--- src/rtl/calc_result_display_if.sv ---
// ---------------------------------------------------------------------------
// calc_result_display_if
// Purpose : valid/ready handshake carrying one adder result into the
//           calc_result_display converter.
// Signals : in_valid  producer -> display  result on in_sum is new
//           in_sum    producer -> display  unsigned result 0..31
//           in_ready  display  -> producer converter is idle and can accept
// ---------------------------------------------------------------------------
interface calc_result_display_if;
   logic       in_valid;
   logic [4:0] in_sum;
   logic       in_ready;

   modport master (output in_valid, output in_sum, input in_ready);
   modport slave  (input in_valid, input in_sum, output in_ready);
endinterface

--- src/rtl/calc_result_display.sv ---
// ---------------------------------------------------------------------------
// calc_result_display
// Purpose : converts a 5-bit adder result to two BCD digits (double dabble,
//           one step per cycle) and drives a multiplexed two-digit
//           seven-segment display.
// Ports   : clk      single clock, rising edge
//           rst      synchronous active-high reset
//           bus      calc_result_display_if.slave (in_valid/in_sum/in_ready)
//           seg      segments g..a, active-high, from the selected digit
//           dig_sel  one-hot digit enable, 01 = ones, 10 = tens
//           busy     conversion in progress (inverse of in_ready)
// Config  : define CALC_DISP_LZB_EN to blank a leading zero in the tens slot.
// ---------------------------------------------------------------------------
module calc_result_display #(
   parameter int unsigned REFRESH_BITS = 10
) (
   input  logic                  clk,
   input  logic                  rst,
   calc_result_display_if.slave  bus,
   output logic [6:0]            seg,
   output logic [1:0]            dig_sel,
   output logic                  busy
);

   localparam int unsigned CNT_W   = 3;
   localparam int unsigned LAST_STEP = 4;

   typedef enum logic [1:0] {IDLE, CONV, LOAD} state_t;

   state_t                  r_state, w_state_nxt;
   logic [4:0]              r_bin,   w_bin_nxt;
   logic [5:0]              r_bcd,   w_bcd_nxt;   // {tens[1:0], ones[3:0]}
   logic [CNT_W-1:0]        r_cnt,   w_cnt_nxt;
   logic [1:0]              r_tens,  w_tens_nxt;
   logic [3:0]              r_ones,  w_ones_nxt;
   logic [REFRESH_BITS-1:0] r_refresh;
   logic                    r_dig_tens;
   logic [3:0]              w_ones_adj;
   logic [3:0]              w_digit;

   // Add-3 correction on the ones nibble; tens never exceeds 3 for a 5-bit
   // input, so it never needs correcting and its MSB is zero before every shift.
   always_comb begin
      w_ones_adj = r_bcd[3:0];
      if (r_bcd[3:0] >= 4'd5) w_ones_adj = r_bcd[3:0] + 4'd3;
   end

   // Next-state and datapath update
   always_comb begin
      w_state_nxt = r_state;
      w_bin_nxt   = r_bin;
      w_bcd_nxt   = r_bcd;
      w_cnt_nxt   = r_cnt;
      w_tens_nxt  = r_tens;
      w_ones_nxt  = r_ones;
      case (r_state)
         IDLE: begin
            if (bus.in_valid) begin
               w_bin_nxt   = bus.in_sum;
               w_bcd_nxt   = '0;
               w_cnt_nxt   = '0;
               w_state_nxt = CONV;
            end
         end
         CONV: begin
            w_bcd_nxt = {r_bcd[4], w_ones_adj, r_bin[4]};
            w_bin_nxt = {r_bin[3:0], 1'b0};
            w_cnt_nxt = r_cnt + CNT_W'(1);
            if (r_cnt == CNT_W'(LAST_STEP)) w_state_nxt = LOAD;
         end
         LOAD: begin
            w_tens_nxt  = r_bcd[5:4];
            w_ones_nxt  = r_bcd[3:0];
            w_state_nxt = IDLE;
         end
         default: w_state_nxt = IDLE;
      endcase
   end

   // State, scratch, display and refresh registers
   always_ff @(posedge clk) begin
      if (rst) begin
         r_state    <= IDLE;
         r_bin      <= '0;
         r_bcd      <= '0;
         r_cnt      <= '0;
         r_tens     <= '0;
         r_ones     <= '0;
         r_refresh  <= '0;
         r_dig_tens <= 1'b0;
      end else begin
         r_state    <= w_state_nxt;
         r_bin      <= w_bin_nxt;
         r_bcd      <= w_bcd_nxt;
         r_cnt      <= w_cnt_nxt;
         r_tens     <= w_tens_nxt;
         r_ones     <= w_ones_nxt;
         r_refresh  <= r_refresh + REFRESH_BITS'(1);
         if (&r_refresh) r_dig_tens <= ~r_dig_tens;
      end
   end

   assign bus.in_ready = (r_state == IDLE);
   assign busy         = (r_state != IDLE);
   assign dig_sel      = r_dig_tens ? 2'b10 : 2'b01;
   assign w_digit      = r_dig_tens ? {2'b00, r_tens} : r_ones;

   // Seven-segment decode of the currently selected digit
   always_comb begin
      seg = 7'b0000000;
      case (w_digit)
         4'd0: seg = 7'b0111111;
         4'd1: seg = 7'b0000110;
         4'd2: seg = 7'b1011011;
         4'd3: seg = 7'b1001111;
         4'd4: seg = 7'b1100110;
         4'd5: seg = 7'b1101101;
         4'd6: seg = 7'b1111101;
         4'd7: seg = 7'b0000111;
         4'd8: seg = 7'b1111111;
         4'd9: seg = 7'b1101111;
         default: seg = 7'b0000000;
      endcase
`ifdef CALC_DISP_LZB_EN
      if (r_dig_tens && (r_tens == 2'd0)) seg = 7'b0000000;
`else
`endif
   end

endmodule

--- src/flat_wrapper.sv ---
// flat-port wrapper written by rule: the top's interface ports become plain ports
module calc_result_display_flat 
#(
   parameter int unsigned REFRESH_BITS = 10
)
  (clk, rst, seg, dig_sel, busy, bus_in_valid, bus_in_sum, bus_in_ready);
  calc_result_display_if bus_i ();
  input  logic clk;
  input  logic rst;
  output logic [6:0] seg;
  output logic [1:0] dig_sel;
  output logic busy;
  input wire logic [$bits(bus_i.in_valid)-1:0] bus_in_valid;
  input wire logic [$bits(bus_i.in_sum)-1:0] bus_in_sum;
  output wire logic [$bits(bus_i.in_ready)-1:0] bus_in_ready;
  assign bus_i.in_valid = bus_in_valid;
  assign bus_i.in_sum = bus_in_sum;
  assign bus_in_ready = bus_i.in_ready;
  calc_result_display #(.REFRESH_BITS(REFRESH_BITS)) u_core (.clk(clk), .rst(rst), .bus(bus_i), .seg(seg), .dig_sel(dig_sel), .busy(busy));
endmodule
--- config.mk ---
export PLATFORM = sky130hd
export DESIGN_NAME = calc_result_display_flat
export DESIGN_NICKNAME = d
export VERILOG_FILES = /design/src/rtl/calc_result_display_if.sv /design/src/rtl/calc_result_display.sv /design/src/flat_wrapper.sv
export SDC_FILE = /design/constraint.sdc
export NUM_CORES = 1
export LEC_CHECK = 0
export CAP_MARGIN = 20
export CORE_UTILIZATION = 50
export DETAILED_ROUTE_END_ITERATION = 12
export GPL_TIMING_DRIVEN = 1
export PLACE_DENSITY = 0.8
export SLEW_MARGIN = 20
export SYNTH_ARGS = -nofsm -noshare
export SYNTH_HDL_FRONTEND = slang
export SYNTH_SLANG_ARGS = --single-unit
--- constraint.sdc ---
create_clock -name clk -period 2.15 [get_ports clk]
set_input_delay 0.5375 -clock clk [delete_from_list [all_inputs] [get_ports clk]]
set_output_delay 0.5375 -clock clk [all_outputs]
set_load 0.1 [all_outputs]
# After elaboration in Yosys (flattened, before gate mapping)
# Memories as Yosys holds them, arrays and structs flattened.
# Index checks and enable logic that the tools add are counted.
dict set report totals {
  reg_bits 33
  rom_bits 112
  in_bits 8
  out_inout_bits 11
  word_cells 37
  mem_count 1
}
dict set report op_classes {
  add_sub_neg 3
  magnitude_cmp 1
  n_eq_ne 5
  n_mux 12
  n_bitwise 1
  reduce_logical 6
}
# name depth word_bits rd rd_ports_with_merged_regs write_ports line
set memory_table {}
lappend memory_table {{(name not given)} 16 7 1 0 0 calc_result_display.sv:111} ;# case (w_digit)
# cell count
set ops {}
lappend ops {{6-bit one-hot mux with 2 select lines} 1}
lappend ops {{10-bit by 1-bit adder with 10-bit output, second input constant} 1}
lappend ops {{5-bit one-hot mux with 2 select lines} 1}
lappend ops {{10-bit AND reduction} 1}
lappend ops {{4-bit 2-to-1 mux} 2}
lappend ops {{2-bit 2-to-1 mux} 3}
lappend ops {{6-bit 2-to-1 mux} 1}
lappend ops {{3-bit one-hot mux with 2 select lines} 1}
lappend ops {{5-bit 2-to-1 mux} 1}
lappend ops {{4-bit by 2-bit adder with 4-bit output, second input constant} 1}
lappend ops {{4-bit by 3-bit >= comparator with 1-bit output, second input constant} 1}
lappend ops {{2-bit one-hot mux with 2 select lines} 1}
lappend ops {{2-bit AND reduction} 2}
lappend ops {{2-bit nonzero test} 2}
lappend ops {{3-bit by 1-bit adder with 3-bit output, second input constant} 1}
lappend ops {{3-bit equality test, second input constant} 1}
lappend ops {{3-bit 2-to-1 mux} 1}
lappend ops {{2-bit by 1-bit equality test with 1-bit output, second input constant} 1}
lappend ops {{2-bit equality test, second input constant} 1}
lappend ops {{2-bit logical NOT} 1}
lappend ops {{2-bit by 1-bit != test with 1-bit output, second input constant} 1}
lappend ops {{2-bit != test, second input constant} 1}
lappend ops {{1-bit NOT} 1}

# Logic depth before layout (Yosys ltp)
dict set report logic_depth {
  word_depth 3
  depth_mapped 8
  mapped_depth_nobuf 7
}

# Least setup slack after synthesis
# Ideal clock, no wire load.
dict set report synth_path {
  path_kind {register to output}
  start {register u_core.r_dig_tens}
  end {output seg[6]}
  arrival_time_ns 4.061
  required_ns 1.612
  setup_slack_ns -2.449
  stages_incl_launch_ff 9
  n_path_buf 1
  path_cell_list {dfxtp_1 buf_2 inv_1 a21boi_0 inv_1 ha_1 o21ai_0 o21ai_0 o21ai_0}
}
dict set report synth_via {
  elab_chain_cells 2
}
# element line
set synth_lines {}
lappend synth_lines {{start, declared} calc_result_display.sv:37} ;# logic r_dig_tens;
lappend synth_lines {{start signal, assigned} calc_result_display.sv:99} ;# if (&r_refresh) r_dig_tens <= ~r_dig_tens;
lappend synth_lines {{4-bit 2-to-1 mux} calc_result_display.sv:106} ;# assign w_digit = r_dig_tens ? {2'b00, r_tens} : r_ones;
lappend synth_lines {{memory 16 x 7 bit} --}
lappend synth_lines {{end, declared} flat_wrapper.sv:10} ;# output logic [6:0] seg;
# Every way passes these cells.

# Worst setup path after layout
dict set report layout_path {
  start {register u_core.r_dig_tens}
  end {output seg[1]}
}
# The elaborated chain is that of the path after synthesis.

==> flow_metrics.tcl <==
set metrics [dict create \
    layout_commonest_cell "dfxtp_1" \
    period_needed_ns 2.40 \
    violations "setup timing" \
    clock_skew_ns 0.00741 \
    netlist_instances 197 \
    vias 1497 \
    synth_edf_count 0 \
    power_density_nw_per_um2 448 \
    cap_violations 0 \
    drc 0 \
    final_cell_mix "31 x dfxtp_1, 27 x nor2_1, 18 x buf_4" \
    final.period_utilization_pct 112 \
    setup_violations 7 \
    gp_congestion 0.920 \
    grt_overflow_total 0 \
    ios 19 \
    wire_per_inst_um 14.3 \
    layout-drive-gt1-share_pct 36.1 \
    grt_usage_pct 24.3 \
    initial_utilization_pct 54.0 \
    vias_per_cell 5.40 \
    fmax_mhz 416 \
    seq_area_frac_synth_pct 39.1 \
    synth-main-ff-cell "dfxtp_1" \
    maxSlewHeadroom_pct 68.3 \
    layout.nets 251 \
    final_antenna_net_count 0 \
    clk_pin_slew_ns 0.09 \
    crit_chain "clkinvlp_4, a21boi_4, buf_4, ha_4, o21ai_1, o21ai_1, nand2_2, buf_12" \
    avgSynthCellArea_sq_um 8.58 \
    antenna_found_initial 0 \
    core-area_sq_um 3130 \
    final_core_util_pct 77.0 \
    diodes 0 \
    start_kind "flop" \
    netlist_area_sq_um 1690 \
    clock-root-buffer "clkbuf_4" \
    crit_arrival_ns 1.87 \
    firstDrtPassIters 4 \
    power.total_mw 1.08 \
    cts.sinks 33 \
    holdBufCountCts 0 \
    place_hpwl_mm 2.68 \
    outcome "finished, violations left" \
    drv_slew 0 \
    yosysWarnings 0 \
    grt_max_degree 18 \
    clk_latency_ns 0.34 \
    worst_pin_slew_ns 0.475 \
    final_hold_viol_count 0 \
    drtIter0Drc 96 \
    ys_async_sr_fraction_pct 0 \
    hp-class "reg2reg" \
    cts_htree_levels 2 \
    num_rows 20 \
    placed_cells 262 \
    path_class "reg2out" \
    grt_pass1_wl_mm 6.40 \
    wl_mm 3.96 \
    numCtsBuffers 5 \
    die_w_um 60.1 \
    crit_slowest_cell "dfxtp_4" \
    end_kind "primary output" \
    ctsLongestPathBuffers 2 \
    slowest_delay_ns 0.41 \
    pre_cts_slack_ns -0.0270 \
    rsz0062_at_grt "yes" \
    die_area_sq_um 3620 \
    area_growth_pct 42.4 \
    ir_drop_mv 0.388 \
    grt_pass1_vias 1477 \
    path_common_cell "o21ai_1" \
    synth_seq_cells 33 \
    leakage_nw 0.956 \
    syn_nets 216 \
    synth_cell_types 38 \
    die_h_um 60.1 \
    crit_path_max_fanout 5 \
    cts_tree "done" \
    setup_ws_ns -0.253 \
    timing.hold.ws_ns 0.481 \
    cp_data_required_time_ns 1.61 \
    fin_cells 277 \
    port_buffers 18 \
]
## cells by family (layout without fill, tap and decap cells)
kind of cell / count (synthesis) / count (layout) / synth area share (%)
AND/OR/NAND/NOR: 67 / 67 / 18.6
adder cells (fa/ha/maj): 11 / 11 / 8.14
multiplexers: 7 / 7 / 4.22
flip-flops: 33 / 33 / 39.1
buffers and inverters: 24 / 60 / 6.51
AO/OA/AOI/OAI: 44 / 44 / 17.8
XOR/XNOR: 11 / 11 / 5.70
## sequential cells by signal (all words and copies together), names as in the netlist
name               count
u_core.r_cnt           3
u_core.r_state         2
u_core.r_tens          2
u_core.r_bcd           6
u_core.r_bin           5
u_core.r_dig_tens      1
u_core.r_refresh      10
u_core.r_ones          4
## metal layers
| layer | GRT usage (%) | vias up | wire (um) |
|---|---|---|---|
| met1 | 27.5 | 718 | 1620 |
| li1 | - | 737 | - |
| met5 | 0 | - | 0 |
| met4 | 12.6 | 0 | 157 |
| met3 | 5.63 | 16 | 118 |
| met2 | 41.9 | 26 | 2070 |
## stage by stage
stage | setup TNS, ns | cell area (sq um)
global placement | 0 | 2170
detailed placement | -0.0477 | 2170
finish | -1.58 | 2410
CTS | -1.48 | 2350
global route | -2.10 | 2410
floorplan | -4.42 | 1790
## cell type report
class | count | area (sq um)
Clock buffer | 6 | 41.3
Clock inverter | 2 | 10.0
Fill cell | 202 | 721
Inverter | 14 | 60.1
Multi-Input combinational cell | 140 | 1130
Sequential cell | 33 | 666
Tap cell | 44 | 55.1
Timing Repair Buffer | 38 | 448
## where the power goes
| part | internal, mW | switching, mW | leakage, nW | total [mW] |
|---|---|---|---|---|
| clock network | 0.124 | 0.207 | 0.0320 | 0.331 |
| logic | 0.0511 | 0.0570 | 0.655 | 0.108 |
| registers | 0.624 | 0.0161 | 0.269 | 0.640 |
## critical path: cells and delay by family, from the launching register on
family	cells	cell delay (ns)
AOI/OAI and AO/OA	3	0.40
adders and majority gates	1	0.19
buffers and inverters	3	0.44
DFF	1	0.41
and+or+nand+nor	1	0.08
## timing repair
action                                 CTS  global route
endpoints found under the hold margin    0             0
setup endpoints to repair                7             7
setup buffers                            5             2
pin swaps                                9             4
gates resized for setup                 25             7
cloned                                   0             0
## synth_stat cells, types with 2 or more instances
cell | count | area [sq um]
buf_2 | 4 | 20.0
o21ai_0 | 15 | 75.1
a22oi_1 | 2 | 15.0
nand2b_1 | 5 | 31.3
nand2_1 | 14 | 52.6
o221ai_1 | 2 | 17.5
dfxtp_1 | 33 | 661
ha_1 | 11 | 138
nor2_1 | 29 | 109
nor2b_1 | 2 | 12.5
a21oi_1 | 9 | 45.0
mux2i_1 | 6 | 60.1
buf_4 | 2 | 15.0
xor2_1 | 3 | 26.3
clkbuf_1 | 3 | 11.3
nor3_1 | 4 | 20.0
nor4_1 | 2 | 12.5
a22o_2 | 10 | 100
inv_1 | 14 | 52.6
nand3_1 | 2 | 10.0
xnor2_1 | 8 | 70.1
## path summary, 6_finish.rpt
path | startpoint | end | slack [ns] | cells past startpoint
min reg2reg | u_core.r_refresh[0] | u_core.r_refresh[0] | 0.48 | 1
max reg2reg | u_core.r_state[0] | u_core.r_bcd[3] | 0.51 | 5
max | u_core.r_dig_tens | seg[1] | -0.25 | 8
min | u_core.r_refresh[0] | u_core.r_refresh[0] | 0.48 | 1
(Power assumes the default switching activity.)
